### config.mk
export PLATFORM = sky130hd
export DESIGN_NAME = riscv_core_rf_wbarb
export DESIGN_NICKNAME = d
export VERILOG_FILES = /design/src/rtl/riscv_core_rf_wbarb.sv
export SDC_FILE = /design/constraint.sdc
export NUM_CORES = 1
export LEC_CHECK = 0
export BUFFER_PORTS_ARGS = -buffer_cell sky130_fd_sc_hd__buf_4
export CORE_MARGIN = 2
export CORE_UTILIZATION = 52
export DETAILED_ROUTE_END_ITERATION = 12
export PLACE_DENSITY_LB_ADDON = 0.25
export SYNTH_ARGS = -nofsm -noshare
export SYNTH_HDL_FRONTEND = slang
export SYNTH_SLANG_ARGS = --single-unit
export TNS_END_PERCENT = 5
### constraint.sdc
create_clock -name i_wa_clk -period 3.74 [get_ports i_wa_clk]
set_input_delay 0.561 -clock i_wa_clk [delete_from_list [all_inputs] [get_ports i_wa_clk]]
set_output_delay 0.561 -clock i_wa_clk [all_outputs]
set_load 0.005 [all_outputs]
### src/rtl/riscv_core_rf_wbarb.sv
// Register-file write-port arbiter: pipeline writeback has priority, mul/div results queue in a FIFO.
// Define RF_WBARB_STARVE_EN to enable the starvation counter that drives o_wa_hold.
module riscv_core_rf_wbarb #(
  parameter int DEPTH      = 2,
  parameter int STARVE_LIM = 4
) (
  input  logic        i_wa_clk,
  input  logic        i_wa_rst,
  input  logic        i_wa_wb_we,
  input  logic [4:0]  i_wa_wb_rd,
  input  logic [31:0] i_wa_wb_wd,
  input  logic        i_wa_md_valid,
  input  logic [4:0]  i_wa_md_rd,
  input  logic [31:0] i_wa_md_wd,
  output logic        o_wa_md_ready,
  input  logic        i_wa_md_issue,
  input  logic [4:0]  i_wa_md_issue_rd,
  input  logic [4:0]  i_wa_rs1,
  input  logic [4:0]  i_wa_rs2,
  output logic        o_wa_stall,
  output logic [31:0] o_wa_busy,
  output logic        o_wa_hold,
  output logic        o_wa_rf_we,
  output logic [4:0]  o_wa_rf_a3,
  output logic [31:0] o_wa_rf_wd
);

  localparam int AW = $clog2(DEPTH);
  localparam logic [AW:0] FULL = (AW+1)'(DEPTH);

  logic [AW-1:0] wr_ptr_q, rd_ptr_q;
  logic [AW:0]   count_q, count_d;
  logic [31:0]   busy_q, busy_d;
  logic [4:0]    rd_mem_q [DEPTH];
  logic [31:0]   wd_mem_q [DEPTH];

  logic wb_valid, head_pending, head_we, enq;

  assign wb_valid      = i_wa_wb_we && (i_wa_wb_rd != 5'd0);
  assign head_pending  = (count_q != '0);
  // Head never writes in a reset cycle so a discarded entry cannot leak out.
  assign head_we       = head_pending && !wb_valid && !i_wa_rst;
  assign o_wa_md_ready = i_wa_rst || (count_q < FULL);
  assign enq           = i_wa_md_valid && o_wa_md_ready && (i_wa_md_rd != 5'd0);

  always_comb begin
    o_wa_rf_we = 1'b0;
    o_wa_rf_a3 = 5'd0;
    o_wa_rf_wd = 32'd0;
    if (wb_valid) begin
      o_wa_rf_we = 1'b1;
      o_wa_rf_a3 = i_wa_wb_rd;
      o_wa_rf_wd = i_wa_wb_wd;
    end else if (head_we) begin
      o_wa_rf_we = 1'b1;
      o_wa_rf_a3 = rd_mem_q[rd_ptr_q];
      o_wa_rf_wd = wd_mem_q[rd_ptr_q];
    end
  end

  always_comb begin
    count_d = count_q;
    case ({enq, head_we})
      2'b10:   count_d = count_q + 1'b1;
      2'b01:   count_d = count_q - 1'b1;
      default: count_d = count_q;
    endcase
  end

  // Set after clear so a same-cycle issue to the retiring register keeps it busy.
  always_comb begin
    busy_d = busy_q;
    if (head_we) busy_d[rd_mem_q[rd_ptr_q]] = 1'b0;
    if (i_wa_md_issue && (i_wa_md_issue_rd != 5'd0)) busy_d[i_wa_md_issue_rd] = 1'b1;
    busy_d[0] = 1'b0;
  end

  always_ff @(posedge i_wa_clk) begin
    if (i_wa_rst) begin
      wr_ptr_q <= '0;
      rd_ptr_q <= '0;
      count_q  <= '0;
      busy_q   <= '0;
    end else begin
      count_q <= count_d;
      busy_q  <= busy_d;
      if (enq)     wr_ptr_q <= wr_ptr_q + 1'b1;
      if (head_we) rd_ptr_q <= rd_ptr_q + 1'b1;
    end
  end

  always_ff @(posedge i_wa_clk) begin
    if (enq) begin
      rd_mem_q[wr_ptr_q] <= i_wa_md_rd;
      wd_mem_q[wr_ptr_q] <= i_wa_md_wd;
    end
  end

  assign o_wa_busy  = busy_q;
  assign o_wa_stall = !i_wa_rst &&
                      (((i_wa_rs1 != 5'd0) && busy_q[i_wa_rs1]) ||
                       ((i_wa_rs2 != 5'd0) && busy_q[i_wa_rs2]));

`ifdef RF_WBARB_STARVE_EN
  localparam int CW = $clog2(STARVE_LIM + 1);
  localparam logic [CW-1:0] LIM = CW'(STARVE_LIM);

  logic [CW-1:0] starve_q, starve_d;
  logic          hold_q;

  always_comb begin
    starve_d = starve_q;
    if (!head_pending || head_we) starve_d = '0;
    else if (wb_valid && (starve_q != LIM)) starve_d = starve_q + 1'b1;
  end

  always_ff @(posedge i_wa_clk) begin
    if (i_wa_rst) begin
      starve_q <= '0;
      hold_q   <= 1'b0;
    end else begin
      starve_q <= starve_d;
      hold_q   <= (starve_d == LIM);
    end
  end

  assign o_wa_hold = hold_q;
`else
  assign o_wa_hold = 1'b0;
`endif

endmodule
==> impl_metrics.env <==
export IMPL_async_reset_ff_share_pct=0
export IMPL_firstDrtPassIters=5
export IMPL_max_freq_ghz=0.324
export IMPL_worstSetupEndpointType="output port"
export IMPL_cts_tree="built"
export IMPL_fin_skew_ps=11.9
export IMPL_clock_tree_root_cell="clkbuf_8"
export IMPL_post_route_cell_area_um2=7030
export IMPL_rsz0062_at_grt="false"
export IMPL_ys_warn_count=0
export IMPL_die_x_um=107
export IMPL_area_growth_pct=28.5
export IMPL_critPathRequiredTime_ps=3180
export IMPL_synth_area_um2=5470
export IMPL_power_mw=2.77
export IMPL_synth_seq_cells=110
export IMPL_dp_cells=770
export IMPL_hold_viol=0
export IMPL_synthAdderAreaFrac_pct=0.229
export IMPL_seq_area_um2=2940
export IMPL_antenna_found_initial=0
export IMPL_num_antenna_cells=0
export IMPL_viasPerCell=5.67
export IMPL_core_area_um2=10300
export IMPL_slowest_stage="or4_1"
export IMPL_crit_buf_inv=3
export IMPL_first_global_vias=4408
export IMPL_ys_top_cells_by_area="edfxtp_1, dfxtp_1, mux2i_1"
export IMPL_synth_xor_area_share_pct=0.640
export IMPL_hold_class="input port to flop"
export IMPL_ant_nets=0
export IMPL_holdBufCountCts=0
export IMPL_ys_flop_type="edfxtp_1"
export IMPL_synth_area_mux_share_pct=12.8
export IMPL_worst_setup_path_start_kind="input port"
export IMPL_worst_slack_ps=649
export IMPL_synth_seq_area_share_pct=53.8
export IMPL_setup_tns_final_ps=0
export IMPL_totalWireLength_mm=13.9
export IMPL_clkTransAtPathRegs_ps=110
export IMPL_clock_sinks=110
export IMPL_cpLargestDelayFamily="compound AO/OA/AOI/OAI gates"
export IMPL_cts_buffers=9
export IMPL_synth_top_family_by_area="compound AO/OA/AOI/OAI gates"
export IMPL_portBuffers=164
export IMPL_yosysTopAreaCell="edfxtp_1"
export IMPL_dp_hpwl_mm=10.4
export IMPL_die_area_um2=11400
export IMPL_final_nets=740
export IMPL_drive_gt1_share_pct=37.1
export IMPL_grt_overflow=0
export IMPL_setup_viol=0
export IMPL_maxSlewHeadroom_pct=14.2
export IMPL_chipHeight_um=107
export IMPL_grt_max_degree=44
export IMPL_dpl_cell_area_um2=6810
export IMPL_grt_pass1_wl_mm=22.0
export IMPL_drt_initial_drc_count=270
export IMPL_path_common_cell="buf_4"
export IMPL_final_cells=786
export IMPL_multi_input_area_um2=2260
export IMPL_worstSkewPairLatency_ps=370
export IMPL_h_tree_depth=3
export IMPL_cts_resized=0
export IMPL_post_route_min_period_ps=3090
export IMPL_leakagePower_nw=2.67
export IMPL_row_count=37
export IMPL_fin_util_pct=68.4
export IMPL_gp_congestion=0.880
export IMPL_nFillCells=776
export IMPL_grt_util_all_layers_pct=24.9
export IMPL_outcome="finished, final reports clean"
export IMPL_worst_pin_slew_ps=1280
export IMPL_synth_most_common_cell="edfxtp_1"
export IMPL_slew_viol_final=0
export IMPL_yosys_area_share_simple_pct=10.5
export IMPL_ir_worst_vdd_mv=0.390
export IMPL_crit_type="input port to output port"
export IMPL_dp_worst_setup_slack_ps=656
export IMPL_synth_top_area_share_pct=40.6
export IMPL_wl_per_cell_um=17.7
export IMPL_synth_edf_count=74
export IMPL_cts_setup_buffers=0
export IMPL_path_max_fanout=43
export IMPL_clk_path_buf_depth=2
export IMPL_powerDensity_nw_per_um2=393
export IMPL_worstPathArrival_ps=2530
export IMPL_drc=0
export IMPL_start_util_pct=53.3
export IMPL_synthTopCellsByCount="edfxtp_1, nand2_1, mux2i_1"
export IMPL_fin_crit_sh_pct=82.6
export IMPL_cpPeakStageDelay_ps=510
export IMPL_synth_compound_area_share_pct=16.5
export IMPL_ios=167
export IMPL_syn_inst=494
export IMPL_finalHoldWorstSlack_ps=364
export IMPL_vias=4459
export IMPL_cp_cell_sequence="buf_4 > or4_1 > o21a_2 > buf_4 > o31ai_1 > buf_4"
export IMPL_synth_avg_cell_area_um2=11.1
export IMPL_maxCapViolCount=0
export IMPL_synth_cell_types=48
-- final timing paths --
kind         slack, ps  cells after the start     startpoint        endpoint
max                650                      6  i_wa_wb_rd[3]  o_wa_rf_wd[10]
min                360                      1  i_wa_md_wd[0]  wd_mem_q[1][0]
min reg2reg        530                      2       rd_ptr_q            flop
max reg2reg       1300                      6     count_q[1]      count_q[1]
-- state kept, by name (all words and copies together), names as in the netlist, named ones only --
register,flops
count_q,2
o_wa_busy,31
rd_mem_q,10
rd_ptr_q,1
wd_mem_q,64
wr_ptr_q,1
-- worst register-to-register path: cells and delay by family (launching register included) --
kind                       cells  cell delay, ps
AOI/OAI and AO/OA              2             980
adders and majority gates      1             330
buffers and inverters          1              70
DFF                            1             370
and+or+nand+nor                2             620
-- layer usage --
layer	up-vias	global-route usage (%)	part of all wire (%)
met5	-	0	0
met3	20	6.63	8.3
li1	2118	-	-
met4	0	8.07	2.0
met1	2123	30.3	39
met2	198	43.1	51
-- final cells by class --
class,count,share of cell area [%]
Inverter,40,2.13
Multi-Input combinational cell,313,32.2
Clock inverter,6,1.35
Tap cell,136,2.42
Timing Repair Buffer,171,18.3
Sequential cell,110,41.9
Clock buffer,10,1.81
-- cell families after synthesis --
kind of cell | count (synthesis)
compound gates | 127
simple gates | 123
flops | 110
buf+inv | 72
mux | 56
xor+xnor | 4
fa+ha+maj | 1
other cells | 1
-- placed cells by master (no fill, tap or decap), drive strengths merged, types with 2 or more instances in the layout --
cell	synthesis	routed
buf	12	171
edfxtp	74	74
nand2	73	73
mux2i	41	41
inv	40	41
a21oi	37	37
dfxtp	36	36
o31ai	34	34
a31o	30	30
nor2	17	17
mux4	11	11
clkbuf	20	10
nand2b	8	8
nor2b	6	6
o21ai	6	6
o32ai	5	5
nor3	5	5
mux2	4	4
nor3b	4	4
a311oi	3	3
xnor2	3	3
or4	2	2
or3	2	2
o2bb2ai	2	2
or3b	2	2
conb	1	2
bufinv	0	2
clkinvlp	0	2
-- power breakdown --
group	leakage [nW]	internal (mW)	switching, mW
sequential	0.984	1.39	0.0402
clock	0.105	0.383	0.400
combinational	1.58	0.244	0.307
(Power assumes the default switching activity.)
